==> src/rtl/fp_unit_arbiter.sv <==
// Round-robin arbiter sharing one stb/ack floating-point core among N requesters.
// Each grant resets the core, forwards both operands, and returns the result to the winner.
module fp_unit_arbiter #(
    parameter int N  = 4,
    parameter int GW = (N > 1) ? $clog2(N) : 1
) (
    input  logic            clk,
    input  logic            rst,
    input  logic [32*N-1:0] req_a,
    input  logic [32*N-1:0] req_b,
    input  logic [N-1:0]    req_stb,
    output logic [N-1:0]    req_ack,
    output logic [31:0]     res_z,
    output logic [N-1:0]    res_stb,
    input  logic [N-1:0]    res_ack,
    output logic [31:0]     unit_a,
    output logic [31:0]     unit_b,
    output logic            unit_a_stb,
    output logic            unit_b_stb,
    input  logic            unit_a_ack,
    input  logic            unit_b_ack,
    input  logic [31:0]     unit_z,
    input  logic            unit_z_stb,
    output logic            unit_z_ack,
    output logic            unit_rst,
    output logic            busy,
    output logic [GW-1:0]   grant_id,
    output logic [15:0]     ops_count
);

    typedef enum logic [2:0] {
        S_IDLE    = 3'd0,
        S_RESET   = 3'd1,
        S_SEND_A  = 3'd2,
        S_SEND_B  = 3'd3,
        S_WAIT_Z  = 3'd4,
        S_DELIVER = 3'd5
    } state_t;

    localparam logic [N-1:0] ONE_HOT0 = {{(N-1){1'b0}}, 1'b1};

    state_t        state_r;
    logic [GW-1:0] ptr_r;
    logic          any_req_s;
    logic [GW-1:0] win_s;
    logic [GW-1:0] next_ptr_s;

    // First requesting index at or after ptr, wrapping modulo N.
    always_comb begin
        any_req_s = 1'b0;
        win_s     = '0;
        for (int i = 0; i < N; i++) begin : scan
            int            idx;
            logic [GW-1:0] idx_n;
            logic          hit;
            idx       = (int'(ptr_r) + i) % N;
            idx_n     = GW'(idx);
            hit       = !any_req_s && req_stb[idx_n];
            any_req_s = any_req_s | hit;
            win_s     = hit ? idx_n : win_s;
        end
    end

    // Pointer advances past the requester that just completed.
    always_comb begin
        if (grant_id == GW'(N - 1)) begin
            next_ptr_s = '0;
        end else begin
            next_ptr_s = grant_id + GW'(1);
        end
    end

    // Grant/handshake sequencer; every output is a register updated here.
    always_ff @(posedge clk) begin
        if (!rst) begin
            state_r    <= S_IDLE;
            ptr_r      <= '0;
            req_ack    <= '0;
            res_stb    <= '0;
            unit_a_stb <= 1'b0;
            unit_b_stb <= 1'b0;
            unit_z_ack <= 1'b0;
            unit_rst   <= 1'b1;
            res_z      <= 32'd0;
            unit_a     <= 32'd0;
            unit_b     <= 32'd0;
            grant_id   <= '0;
            ops_count  <= 16'd0;
            busy       <= 1'b0;
        end else begin
            req_ack    <= '0;
            unit_z_ack <= 1'b0;
            case (state_r)
                S_IDLE: begin
                    unit_rst <= 1'b1;
                    if (any_req_s) begin
                        unit_a   <= req_a[32*int'(win_s) +: 32];
                        unit_b   <= req_b[32*int'(win_s) +: 32];
                        grant_id <= win_s;
                        req_ack  <= ONE_HOT0 << win_s;
                        busy     <= 1'b1;
                        state_r  <= S_RESET;
                    end else begin
                        busy <= 1'b0;
                    end
                end
                S_RESET: begin
                    unit_rst <= 1'b0;
                    state_r  <= S_SEND_A;
                end
                // The B strobe is raised on the A handshake edge to save a cycle.
                S_SEND_A: begin
                    if (unit_a_stb && unit_a_ack) begin
                        unit_a_stb <= 1'b0;
                        unit_b_stb <= 1'b1;
                        state_r    <= S_SEND_B;
                    end else begin
                        unit_a_stb <= 1'b1;
                    end
                end
                S_SEND_B: begin
                    if (unit_b_stb && unit_b_ack) begin
                        unit_b_stb <= 1'b0;
                        state_r    <= S_WAIT_Z;
                    end else begin
                        unit_b_stb <= 1'b1;
                    end
                end
                S_WAIT_Z: begin
                    if (unit_z_stb) begin
                        res_z      <= unit_z;
                        unit_z_ack <= 1'b1;
                        res_stb    <= ONE_HOT0 << grant_id;
                        state_r    <= S_DELIVER;
                    end else begin
                        state_r <= S_WAIT_Z;
                    end
                end
                S_DELIVER: begin
                    if (res_ack[grant_id]) begin
                        res_stb   <= '0;
                        ptr_r     <= next_ptr_s;
                        ops_count <= ops_count + 16'd1;
                        busy      <= 1'b0;
                        unit_rst  <= 1'b1;
                        state_r   <= S_IDLE;
                    end else begin
                        state_r <= S_DELIVER;
                    end
                end
                default: begin
                    res_stb    <= '0;
                    unit_a_stb <= 1'b0;
                    unit_b_stb <= 1'b0;
                    unit_rst   <= 1'b1;
                    busy       <= 1'b0;
                    state_r    <= S_IDLE;
                end
            endcase
        end
    end

endmodule

==> config.mk <==
export PLATFORM = sky130hd
export DESIGN_NAME = fp_unit_arbiter
export DESIGN_NICKNAME = d
export VERILOG_FILES = /design/src/rtl/fp_unit_arbiter.sv
export SDC_FILE = /design/constraint.sdc
export NUM_CORES = 1
export LEC_CHECK = 0
export BUFFER_PORTS_ARGS = -buffer_cell sky130_fd_sc_hd__buf_2
export CAP_MARGIN = 20
export CORE_AREA = 2 2 168 170
export CTS_BUF_LIST = sky130_fd_sc_hd__clkbuf_16
export DETAILED_ROUTE_END_ITERATION = 10
export DIE_AREA = 0 0 170 172
export PLACE_DENSITY = 0.6
export SYNTH_ARGS = -nofsm -noshare
export SYNTH_HDL_FRONTEND = slang
export SYNTH_SLANG_ARGS = --single-unit
export TNS_END_PERCENT = 20
==> constraint.sdc <==
create_clock -name clk -period 1.8 [get_ports clk]
set_input_delay 0.36 -clock clk [delete_from_list [all_inputs] [get_ports clk]]
set_output_delay 0.36 -clock clk [all_outputs]
set_load 0.005 [all_outputs]
==> results.yml <==
run_status:
  status: "finished with violations"
  violations: "setup timing"
yosys:
  syn-num-nets: 1161
  synth_cells: 855
  ys_async_sr_fraction_pct: 0
  syn_avg_cell_area_sq_um: 7.49
  synth_top_flop_cell: "dfxtp_1"
  yosys_warnings: 0
  synth_edf_count: 0
  ys_ff_latch: 132
  seq_area_frac_synth_pct: 41.3
  ys_types: 50
  syn_area_sq_um: 6400
detailed_routing:
  drc: 0
  vias_per_cell: 4.76
  route.detailed.wl_per_inst_microns: 16.8
  drtIter0Drc: 362
  wl_microns: 28400
  vias: 8013
  drt_pass1_iterations: 5
  detail-route-antenna-nets: 0
worst_setup_path:
  path_max_fanout: 14
  crit_path_start_kind: "input pin"
  critical_path_class: "in -> reg"
  worst_setup_path_end_kind: "register"
  cp_data_required_time_ns: 2.10
  cp.arrival_ns: 2.17
sta:
  tightest_slew_ns: 0.379
  postLayoutSetupSlackWorst_ns: -0.0713
  max_freq_mhz: 534
  fin_crit_ns: 1.87
  setup-tns-final_ns: -1.06
  slew_headroom_pct: 74.8
  maxSlewViolCount: 0
  finalHoldViolCount: 0
  grt_setup_unrepaired: "true"
  setup_viol: 47
  fin_crit_sh_pct: 104
  finClkSkew_ns: 0.00885
grt:
  grt_usage_pct: 18.0
  grt_pass1_wl_microns: 40600
  grt_start_max_net_pins: 36
  overflow: 0
  grt_pass1_vias: 7572
  antenna_found_initial: 0
layout:
  fillers: 2883
  mostFrequentLayoutCells: "427 x buf_2, 275 x nand2_1, 129 x dfxtp_1"
  final_nets: 1630
  n_antenna_cell: 0
  fin_util_pct: 38.3
  mostFrequentLayoutCell: "buf_2"
  layout-drive-gt1-share_pct: 46.3
  stdcell_area_sq_um: 10500
  area_growth_pct: 64.5
placement:
  finalWeightedCongestion: 0.799
  port-buffer-count: 427
  dp_slack_ns: -0.726
  placed_area_sq_um: 9440
  place_hpwl_microns: 20600
hold_path:
  hp-class: "in -> reg"
die:
  start_util_pct: 23.3
  io_pins: 428
  die_x_microns: 170
  fp.dieH_microns: 172
  core_sq_um: 27500
  row_count: 61
  die-area_sq_um: 29200
clocking:
  clkLatencyLatePin_ns: 0.42
  cts_root_buf: "clkbuf_16"
  cts_tree: "done"
  hold_buffers: 0
  cts_max_level: 4
  clock-sinks: 132
  clk_pin_slew_worst_paths_ns: 0.07
  cts_buffers: 17
  clock_path_buffers: 2
pwr:
  vdd_drop_max_mv: 0.470
  leakage_nw: 5.13
  powerDensity_nw_per_um2: 938
  total_power_mw: 9.88
flow_run:
  max-cap-violations: 0
per-layer routing:
layer / global-route usage, % / share of wire (%) / vias to the layer above / routed length [microns]
met5: 0 / 0 / - / 0
met4: 7.21 / 2.8 / 0 / 789
met3: 4.69 / 7.1 / 42 / 2010
met2: 31.4 / 50 / 337 / 14100
met1: 21.1 / 40 / 3724 / 11500
li1: - / - / 3910 / -
final timing paths:
check        startpoint          to  slack [ns]  depth (start not counted)
min reg2reg   res_z[13]   res_z[13]        0.45                          2
max reg2reg    ptr_r[0]  unit_a[31]       -0.06                          9
min           req_b[45]  unit_b[13]        0.17                          3
max          req_stb[2]  unit_a[31]       -0.07                         11
sequential cells by signal, summed over array words and instances, names as in the netlist:
| signal | flops |
|---|---|
| busy | 1 |
| ptr_r | 2 |
| unit_b_stb | 1 |
| res_z | 32 |
| unit_a | 32 |
| unit_z_ack | 1 |
| grant_id | 2 |
| ops_count | 16 |
| unit_b | 32 |
| req_ack | 4 |
| unit_rst | 1 |
| unit_a_stb | 1 |
| res_stb | 4 |
| state_r | 3 |
metrics by stage:
step / std cells / hold slack [ns]
final: 1683 / 0.167
after global routing: 1683 / 0.163
after CTS: 1683 / 0.148
after detailed placement: 1634 / 0.444
after global placement: 1634 / 0.438
after floorplan: 855 / 0.436
Yosys cell counts (all sizes together) (2+ instances only):
master  instances  area (sq um)
nand2b          3          18.8
clkbuf         31           116
dfxtp         132          2640
and3            6          37.5
inv             4          15.0
and2            5          33.8
nor4            2          12.5
nor2b           6          37.5
a21boi          2          15.0
nand3          36           180
and4            2          17.5
buf            35           184
a22o           36           315
nand4           5          31.3
xnor2           3          26.3
a22oi          26           195
o211ai         13          97.6
or4             2          18.8
a221o          19           190
nand2         285          1070
nor3            7          51.3
nor2           30           118
o21ai           5          25.0
xor2           12           105
ha              5          62.6
a21oi         129           646
where the power goes:
| part | internal [mW] | total, mW | switching, mW |
|---|---|---|---|
| clock | 1.95 | 3.48 | 1.54 |
| combinational | 1.37 | 2.84 | 1.47 |
| sequential | 3.33 | 3.56 | 0.232 |
| total | 6.64 | 9.88 | 3.24 |
worst max-delay path, cell delays in order:
cell and delay, ns:
buf_2 0.11, nor2b_1 0.14, buf_4 0.13, or4_4 0.59
nand2_4 0.12, buf_4 0.11, buf_6 0.09, nor3_4 0.04
buf_12 0.14, a22oi_2 0.20, o211ai_1 0.12
layout make-up:
cell class	count	area, sq um	share of cell area, %
Multi-Input combinational cell	657	3780	35.9
Timing Repair Buffer	512	3080	29.2
Sequential cell	132	2650	25.2
Tap cell	346	433	4.11
Clock buffer	17	425	4.04
Clock inverter	15	150	1.43
Inverter	4	15.0	0.143
timing repair:
action | 4_1_cts | 5_1_grt
pin swaps | 40 | 47
gates resized for setup | 41 | 52
setup endpoints to repair | 77 | 80
buffers inserted | 12 | 2
cloned | 5 | 1
kinds of logic (layout without fill, tap and decap cells):
logic type	Yosys count	in the layout	share of synthesized area [%]
AND/OR/NAND/NOR	393	397	25.9
AO/OA/AOI/OAI	238	238	24.4
flip-flops	132	132	41.3
buffers and inverters	70	548	4.92
XOR/XNOR	15	15	2.05
adder cells (fa/ha/maj)	5	5	0.977
multiplexers	2	2	0.527
Power figures use the tool's default switching activity.
